==> config.mk <==
export PLATFORM = sky130hd
export DESIGN_NAME = st_link_tx_sched_flat
export DESIGN_NICKNAME = d
export VERILOG_FILES = /design/src/rtl/st_link_tx_sched_if.sv /design/src/rtl/st_link_tx_sched.sv /design/src/flat_wrapper.sv
export SDC_FILE = /design/constraint.sdc
export NUM_CORES = 1
export LEC_CHECK = 0
export CORE_MARGIN = 2
export CORE_UTILIZATION = 45
export CTS_BUF_LIST = sky130_fd_sc_hd__clkbuf_8
export CTS_CLUSTER_DIAMETER = 30
export DETAILED_ROUTE_END_ITERATION = 16
export PLACE_DENSITY_LB_ADDON = 0.3
export SLEW_MARGIN = 20
export SYNTH_ARGS = -nofsm -noshare
export SYNTH_HDL_FRONTEND = slang
export SYNTH_SLANG_ARGS = --single-unit
==> constraint.sdc <==
create_clock -name t_clk -period 4.24 [get_ports t_clk]
set_input_delay 0.636 -clock t_clk [delete_from_list [all_inputs] [get_ports t_clk]]
set_output_delay 0.636 -clock t_clk [all_outputs]
set_load 0.01 [all_outputs]
==> src/rtl/st_link_tx_sched_if.sv <==
// rtl/st_link_tx_sched_if.sv - requester handshake and serial link bundle for st_link_tx_sched
`timescale 1ns/1ps

interface st_link_tx_sched_if #(
    parameter int NUM_REQ = 4
) ();
    localparam int GID_W = $clog2(NUM_REQ);

    logic                   enable;
    logic [NUM_REQ-1:0]     req_valid;
    logic [NUM_REQ*32-1:0]  req_data;
    logic [NUM_REQ-1:0]     req_ready;
    logic                   sdo;
    logic                   busy;
    logic [GID_W-1:0]       grant_id;
    logic                   frame_done;

    // requester/link-consumer side
    modport master (
        output enable,
        output req_valid,
        output req_data,
        input  req_ready,
        input  sdo,
        input  busy,
        input  grant_id,
        input  frame_done
    );

    // scheduler side
    modport slave (
        input  enable,
        input  req_valid,
        input  req_data,
        output req_ready,
        output sdo,
        output busy,
        output grant_id,
        output frame_done
    );
endinterface

==> src/rtl/st_link_tx_sched.sv <==
// rtl/st_link_tx_sched.sv - round-robin scheduler and serializer for the self-test link TX (optional stats: ST_LINK_TX_STATS_EN)
`timescale 1ns/1ps

module st_link_tx_sched #(
    parameter int NUM_REQ    = 4,
    parameter int PAYLOAD_W  = 32,
    parameter int GAP_CYCLES = 8
) (
    input  logic                t_clk,
    input  logic                rst_n,
    st_link_tx_sched_if.slave   bus
`ifdef ST_LINK_TX_STATS_EN
    ,
    output logic [15:0]         frame_cnt,
    output logic [NUM_REQ-1:0]  grant_hist
`endif
);

    localparam int GID_W = $clog2(NUM_REQ);

    // Elaboration-time parameter legality; the 6-bit shared counter bounds the gap length.
    generate
        if (NUM_REQ < 2 || NUM_REQ > 8) begin : g_bad_num_req
            $error("st_link_tx_sched: NUM_REQ must be in 2..8");
        end
        if (PAYLOAD_W != 32) begin : g_bad_payload_w
            $error("st_link_tx_sched: PAYLOAD_W must be 32");
        end
        if (GAP_CYCLES < 4 || GAP_CYCLES > 64) begin : g_bad_gap
            $error("st_link_tx_sched: GAP_CYCLES must be in 4..64");
        end
    endgenerate

    // Last counter value of each phase; the counter restarts at 0 on every phase entry.
    localparam logic [5:0] PRE_LAST  = 6'd3;
    localparam logic [5:0] DATA_LAST = 6'(PAYLOAD_W - 1);
    localparam logic [5:0] GAP_DONE  = 6'(GAP_CYCLES - 2);
    localparam logic [5:0] GAP_LAST  = 6'(GAP_CYCLES - 1);

    typedef enum logic [1:0] {
        S_IDLE = 2'd0,
        S_PRE  = 2'd1,
        S_DATA = 2'd2,
        S_GAP  = 2'd3
    } state_t;

    state_t             r_state;
    logic [5:0]         r_cnt;
    logic [31:0]        r_shift;
    logic [GID_W-1:0]   r_ptr;
    logic [GID_W-1:0]   r_grant_id;
    logic               r_sdo;
    logic               r_busy;
    logic               r_frame_done;

    logic               w_any;
    logic [GID_W-1:0]   w_win;
    logic               w_accept;
    logic [NUM_REQ-1:0] w_ready;
    logic [31:0]        w_win_data;

    // Round-robin search: first valid requester upward from the last winner, with wrap.
    always_comb begin
        w_any = 1'b0;
        w_win = '0;
        for (int k = 1; k <= NUM_REQ; k++) begin
            if (!w_any && bus.req_valid[(int'(r_ptr) + k) % NUM_REQ]) begin
                w_any = 1'b1;
                w_win = GID_W'((int'(r_ptr) + k) % NUM_REQ);
            end
        end
    end

    // Grants only in IDLE with enable high; gating with rst_n keeps ready low while held in reset.
    assign w_accept   = (r_state == S_IDLE) && bus.enable && w_any && rst_n;
    assign w_ready    = w_accept ? (NUM_REQ'(1) << w_win) : '0;
    assign w_win_data = bus.req_data[32*w_win +: 32];

    assign bus.req_ready  = w_ready;
    assign bus.sdo        = r_sdo;
    assign bus.busy       = r_busy;
    assign bus.grant_id   = r_grant_id;
    assign bus.frame_done = r_frame_done;

    // Frame FSM: accept, preamble 1010, payload MSB-first, then a low gap before returning to IDLE.
    always_ff @(posedge t_clk or negedge rst_n) begin
        if (!rst_n) begin
            r_state      <= S_IDLE;
            r_cnt        <= '0;
            r_shift      <= '0;
            r_ptr        <= GID_W'(NUM_REQ - 1);
            r_grant_id   <= '0;
            r_sdo        <= 1'b0;
            r_busy       <= 1'b0;
            r_frame_done <= 1'b0;
        end else begin
            r_frame_done <= 1'b0;
            case (r_state)
                S_IDLE: begin
                    if (w_accept) begin
                        r_shift    <= w_win_data;
                        r_grant_id <= w_win;
                        r_ptr      <= w_win;
                        r_busy     <= 1'b1;
                        r_sdo      <= 1'b1;
                        r_cnt      <= '0;
                        r_state    <= S_PRE;
                    end
                end
                S_PRE: begin
                    if (r_cnt == PRE_LAST) begin
                        r_sdo   <= r_shift[31];
                        r_shift <= {r_shift[30:0], 1'b0};
                        r_cnt   <= '0;
                        r_state <= S_DATA;
                    end else begin
                        // after bit k of the preamble (k = cnt) the next bit is 0,1,0
                        r_sdo <= r_cnt[0];
                        r_cnt <= r_cnt + 6'd1;
                    end
                end
                S_DATA: begin
                    if (r_cnt == DATA_LAST) begin
                        r_sdo   <= 1'b0;
                        r_cnt   <= '0;
                        r_state <= S_GAP;
                    end else begin
                        r_sdo   <= r_shift[31];
                        r_shift <= {r_shift[30:0], 1'b0};
                        r_cnt   <= r_cnt + 6'd1;
                    end
                end
                S_GAP: begin
                    r_sdo <= 1'b0;
                    // registered pulse lands in the final gap cycle
                    if (r_cnt == GAP_DONE) begin
                        r_frame_done <= 1'b1;
                    end
                    if (r_cnt == GAP_LAST) begin
                        r_busy  <= 1'b0;
                        r_cnt   <= '0;
                        r_state <= S_IDLE;
                    end else begin
                        r_cnt <= r_cnt + 6'd1;
                    end
                end
                default: begin
                    r_state <= S_IDLE;
                end
            endcase
        end
    end

`ifdef ST_LINK_TX_STATS_EN
    logic [15:0]        r_frame_cnt;
    logic [NUM_REQ-1:0] r_grant_hist;

    // Count completed frames (wrapping) and keep a sticky record of every requester ever granted.
    always_ff @(posedge t_clk or negedge rst_n) begin
        if (!rst_n) begin
            r_frame_cnt  <= '0;
            r_grant_hist <= '0;
        end else begin
            if (r_frame_done) begin
                r_frame_cnt <= r_frame_cnt + 16'd1;
            end
            r_grant_hist <= r_grant_hist | w_ready;
        end
    end

    assign frame_cnt  = r_frame_cnt;
    assign grant_hist = r_grant_hist;
`endif

endmodule

==> src/flat_wrapper.sv <==
// flat-port wrapper written by rule: the top's interface ports become plain ports
module st_link_tx_sched_flat 
#(
    parameter int NUM_REQ    = 4,
    parameter int PAYLOAD_W  = 32,
    parameter int GAP_CYCLES = 8
)
  (t_clk, rst_n, bus_enable, bus_req_valid, bus_req_data, bus_req_ready, bus_sdo, bus_busy, bus_grant_id, bus_frame_done);
  st_link_tx_sched_if #(.NUM_REQ(NUM_REQ)) bus_i ();
  input  logic t_clk;
  input  logic rst_n;
  input wire logic [$bits(bus_i.enable)-1:0] bus_enable;
  input wire logic [$bits(bus_i.req_valid)-1:0] bus_req_valid;
  input wire logic [$bits(bus_i.req_data)-1:0] bus_req_data;
  output wire logic [$bits(bus_i.req_ready)-1:0] bus_req_ready;
  output wire logic [$bits(bus_i.sdo)-1:0] bus_sdo;
  output wire logic [$bits(bus_i.busy)-1:0] bus_busy;
  output wire logic [$bits(bus_i.grant_id)-1:0] bus_grant_id;
  output wire logic [$bits(bus_i.frame_done)-1:0] bus_frame_done;
  assign bus_i.enable = bus_enable;
  assign bus_i.req_valid = bus_req_valid;
  assign bus_i.req_data = bus_req_data;
  assign bus_req_ready = bus_i.req_ready;
  assign bus_sdo = bus_i.sdo;
  assign bus_busy = bus_i.busy;
  assign bus_grant_id = bus_i.grant_id;
  assign bus_frame_done = bus_i.frame_done;
  st_link_tx_sched #(.NUM_REQ(NUM_REQ), .PAYLOAD_W(PAYLOAD_W), .GAP_CYCLES(GAP_CYCLES)) u_core (.t_clk(t_clk), .rst_n(rst_n), .bus(bus_i));
endmodule
**Word level (Yosys, flattened, before mapping)**

Index checks and enable logic that the tools add are counted.
Widths: inputs -> output; s select.

- Reduce and logical (&&, ||, !) cells: 20
- Equal/unequal tests: 12
- Shifts and indexed selects: 2
- Bitwise logic cells: 4
- Mux-type cells: 43
- Add/subtract/negate cells: 5
- Magnitude comparators: 4

Operators by type and width:

| cell | count |
|---|---|
| $shiftx 128x8->32 | 1 |
| $mux 32 | 3 |
| $pmux 32 s3 | 1 |
| $mux 6 | 4 |
| $pmux 6 s4 | 1 |
| $mux 1 | 18 |
| $lt 3x4->1 const B | 4 |
| $mux 2 | 8 |
| $eq 6x3->1 const B | 2 |
| $bmux 1 s2 | 4 |
| $ne 2x1->1 const B | 4 |
| $pmux 2 s4 | 1 |
| $reduce_and 4->1 | 2 |
| $reduce_or 2->1 | 4 |
| $add 6x1->6 const B | 1 |
| $eq 6x2->1 const B | 1 |
| $eq 6x5->1 const B | 1 |
| $logic_and 1x1->1 | 6 |
| $add 2x1->2 const B | 2 |
| $add 2x2->2 const B | 2 |
| $and 1x1->1 const A | 4 |
| $eq 2x2->1 const B | 2 |
| $mux 4 | 1 |
| $pmux 1 s4 | 1 |
| other kinds (10) | 12 |

- Logic and storage cells: 98
- Output and inout bits: 9
- Register bits: 47
- Input port bits: 135

**Logic depth before layout (Yosys ltp)**

- Depth in word-level cells: 20
- Depth in mapped cells: 8
- Depth with buffers taken out: 7

**Least setup slack after synthesis**

OpenSTA, ideal clock, no wires.

- Path type: input to output
- Start: in bus_req_valid[1]
- End: out bus_req_ready[2]
- Slack: 1.728 ns
- Data required time: 3.604 ns
- Data arrival time: 1.876 ns
- Cell stages on the path: 6
- Path through: buf_6 -> o21a_4 -> a211oi_4 -> buf_6 -> nand2_1 -> nor2_1

- Cells in the longest elaborated chain, start to end: 16
- Elaborated cells between the ends (all ways): 30
- Those cells by class: shift (1); mux (21); reduce/logical (8)

Ends and longest elaborated chain:

| element | RTL line | RTL |
|---|---|---|
| start: declaration | flat_wrapper.sv:13 | `input wire logic [$bits(bus_i.req_valid)-1:0] bus_req_valid;` |
| $bmux 1 s2 | st_link_tx_sched.sv:67 | `if (!w_any && bus.req_valid[(int'(r_ptr) + k) % NUM_REQ]) begin` |
| $mux 1 (implied by the code) (2 in a row) | st_link_tx_sched.sv:67 |  |
| $mux 1 | st_link_tx_sched.sv:67 |  |
| $logic_not 1->1 | st_link_tx_sched.sv:67 |  |
| $logic_and 1x1->1 | st_link_tx_sched.sv:67 |  |
| $mux 1 | st_link_tx_sched.sv:67 |  |
| $logic_not 1->1 | st_link_tx_sched.sv:67 |  |
| $logic_and 1x1->1 | st_link_tx_sched.sv:67 |  |
| $mux 1 | st_link_tx_sched.sv:67 |  |
| $logic_not 1->1 | st_link_tx_sched.sv:67 |  |
| $logic_and 1x1->1 | st_link_tx_sched.sv:67 |  |
| $mux 1 | st_link_tx_sched.sv:67 |  |
| $logic_and 1x1->1 (2 in a row) | st_link_tx_sched.sv:75 | `assign w_accept = (r_state == S_IDLE) && bus.enable && w_any && rst_n;` |
| $mux 4 (*) | st_link_tx_sched.sv:76 | `assign w_ready = w_accept ? (NUM_REQ'(1) << w_win) : '0;` |
| end: declaration | flat_wrapper.sv:15 | `output wire logic [$bits(bus_i.req_ready)-1:0] bus_req_ready;` |

Every way passes the cells marked *; elsewhere a longest branch is shown, timed or not. The select of a mux whose other input is x is not followed.

**Final worst setup path**

- Start: in bus_req_valid[3]
- End: out bus_req_ready[2]

The elaborated chain is that of the path after synthesis.

==> impl_results.md <==
* Filler Cells Inserted at 656
* Crit path DAT at 2890 ps
* FF+latch count, synth at 47
* Nets at 650
* Critical R2R Launch: u_core.r_state[0]$_DFFE_PN0P_
* Sink Count at 47
* Crit path kind: input pin to output pin
* First-pass GRT wire length at 16.8 mm
* Drt pass-1 iters at 4
* Worst Hold Class: input pin to asynchronous set/reset pin
* Die Ht at 93.0 microns
* Share of cells above drive strength 1 at 12.4%
* Filler-free cell count of the finished design at 610
* Largest net degree at the start of global routing at 65
* Final core utilization at 66.6%
* Max Root-Sink Buffers at 2
* Met3 usage at 4.31%
* IR drop worst, VDD at 0.000313 V
* Initial antenna violation count at 0
* PortBufs at 143
* Global route overflow at 0
* Iter 0 DRT Violations at 222
* # IOs at 144
* Status: finished clean
* CTS root buffer: clkbuf_8
* Post-synthesis cell type count at 51
* Yosys warning count at 0
* CP startpoint: bus_req_valid[3]
* EDFF count, synth at 0
* Vias in the first global route at 3505
* Total core area at 7690 sq um
* Full die area at 8640 sq um
* CP endpoint: bus_req_ready[2]
* HPWL Detailed at 7.60 mm
* Reg2Reg Setup Slack at 1550 ps
* Final worst path period need at 3530 ps
* CTS-repair resized insts at 0
* Final Wtd Congestion at 0.894
* Layout Skew at 6.36 ps
* Seq/Total Area, Yosys at 33.1%
* Met2 usage at 41.7%
* Worst-Skew Late Latency at 310 ps
* Slew HR at 31.1%
* H-tree lvl count at 2
* Mapped Cells at 381
* Diode count at 0
* Worst EP required at 3600 ps
* GR Util met1 at 31.3%
* WL/cell at 17.3 microns
* CTS tree: built
* Total Power at 3110 uW
* Avg Cell Area, Syn at 9.35 sq um
* Initial Util at 46.3%
* Crit start category: input pin
* RSZ-0062 raised after global routing: no
* Vias at 3525
* Die width at 93.0 microns
* Slew @ Worst Pin at 1030 ps
* Critical Path Sink Type: output pin
* Final setup fails at 0
* Final setup TNS at 0 ps
* F_max at 284 MHz
* DRT Wirelength at 10.6 mm
* Clock transition at path regs at 90 ps
* P&R area growth vs syn at 43.7%
* Post-CTS setup buffers at 0
* Fin. Hold Viols at 0
* Post-CTS Hold Buffers at 0
* Drt via density at 5.78
* ANT nets after route at 0
* Top FF cell, synth: dfrtp_1
* Worst r2r dst: u_core.r_shift[30]$_DFFE_PN0P_
* Asr flop ratio synth at 100%
* Syn Std Cell Area at 3560 sq um
* Crit-path max FO at 14
* # DRC at 0
* Cts bufs inserted at 5
* Power density over cell area at 607 nW/um^2
* Crit share post-route at 83.2%
* Placed cell count at 603
* Row count at 32
* Worst Reg-to-Reg Cells at 7
* Max-cap violations at 0
* Syn nets at 523
* Gr busiest metal: met2
* Total global routing track utilization at 24.3%
* LEAKAGE at 0.00213 uW
* Final Slew Violations at 0
per-layer routing:
metal / routed length, microns / part of all wire (%) / vias up
met4: 155 / 1.5 / 0
met5: 0 / 0 / -
met1: 4600 / 43 / 1689
met3: 647 / 6.1 / 14
li1: - / - / 1691
met2: 5180 / 49 / 131
cells in the final DEF, fill, tap and decap left out, types with 2 or more instances in the layout:
master and n:
a31o_2 7, clkbuf_8 5, inv_1 5, a21oi_1 8, a211oi_1 2, buf_4 6
dfstp_2 2, nor2b_1 12, dfrtp_1 45, mux2_2 25, nand2_1 44, nor2_1 12
nor3_1 8, a221oi_1 31, or3_1 2, a31oi_1 26, o31ai_1 8, ha_1 6
nand2b_1 27, nand3_1 5, o21ai_0 12, mux2_1 6, nor2_2 2, mux2i_1 24
a21o_1 2, clkdlybuf4s50_1 142, a22o_1 5
power breakdown:
group | internal (uW) | switching, uW
Clock | 113 | 158
Sequential | 658 | 114
Combinational | 959 | 1110
Total | 1730 | 1380
how the worst min path moves through the flow:
stage                                                 to  slack (ps)
after floorplan              u_core.bus.busy$_DFFE_PN0P_         340
after detailed placement   u_core.r_shift[0]$_DFFE_PN0P_         460
after global placement    u_core.r_shift[15]$_DFFE_PN0P_         450
final                      u_core.r_shift[9]$_DFFE_PN0P_         450
after global routing          u_core.bus.sdo$_DFFE_PN0P_         520
after CTS                     u_core.bus.sdo$_DFFE_PN0P_         480
kinds of logic after synthesis:
kind of cell | count (synthesis) | share of synthesized area (%)
muxes | 56 | 17.0
DFF | 47 | 33.1
adders and majority gates | 7 | 2.46
buffers and inverters | 35 | 5.27
AOI/OAI and AO/OA | 117 | 25.1
and+or+nand+nor | 119 | 17.1
sequential cells by signal (all words and copies together), names as in the netlist:
register and flops:
u_core.r_shift 32, u_core.bus.grant_id 2, u_core.bus.busy 1, u_core.bus.sdo 1
u_core.r_state 2, u_core.r_ptr 2, u_core.bus.frame_done 1, u_core.r_cnt 6
cell type report:
cell class	count	area [sq um]	area share, %
clock buffers	5	68.8	1.34
clock inverters	2	13.8	0.269
inverters	5	18.8	0.367
multi-input cells	299	2220	43.4
flip-flops and latches	47	1180	23.0
well taps	102	128	2.49
repair buffers	150	1490	29.1
per-stage QoR:
step	hold WS [ps]	area, sq um	setup slack, ps
global route	517	5120	600
floorplan	340	3560	1730
finish	455	5120	714
global placement	451	5040	815
CTS	484	5120	738
detailed placement	462	5040	763
synthesized netlist by cell type, types with 2 or more instances:
cell type,count,share of area [%]
a22o_1,5,1.2
nor3_1,8,1.1
dfrtp_1,45,32
mux2i_1,24,6.7
mux2_2,25,7.9
nor2_1,13,1.4
mux2_1,6,1.9
clkbuf_1,17,1.8
inv_1,5,0.53
buf_2,6,0.84
o31ai_1,8,1.7
nand2_1,44,4.6
nand2b_1,27,4.7
a31oi_1,26,4.6
o21ai_0,12,1.7
a21oi_1,8,1.1
a221oi_1,31,7.6
dfstp_2,2,1.5
a21o_1,2,0.42
ha_1,7,2.5
or3_1,2,0.35
nor2b_1,12,2.1
buf_6,6,1.9
a211oi_1,3,0.63
nand3_1,5,0.70
a31o_2,7,1.7
worst max-delay path: stages:
cell and delay (ps):
clkdlybuf4s50_1 880, nor4_2 180, nor2_2 340, nand2_1 190, nor2_1 130, clkdlybuf4s50_1 540
Power figures use the tool's default switching activity.
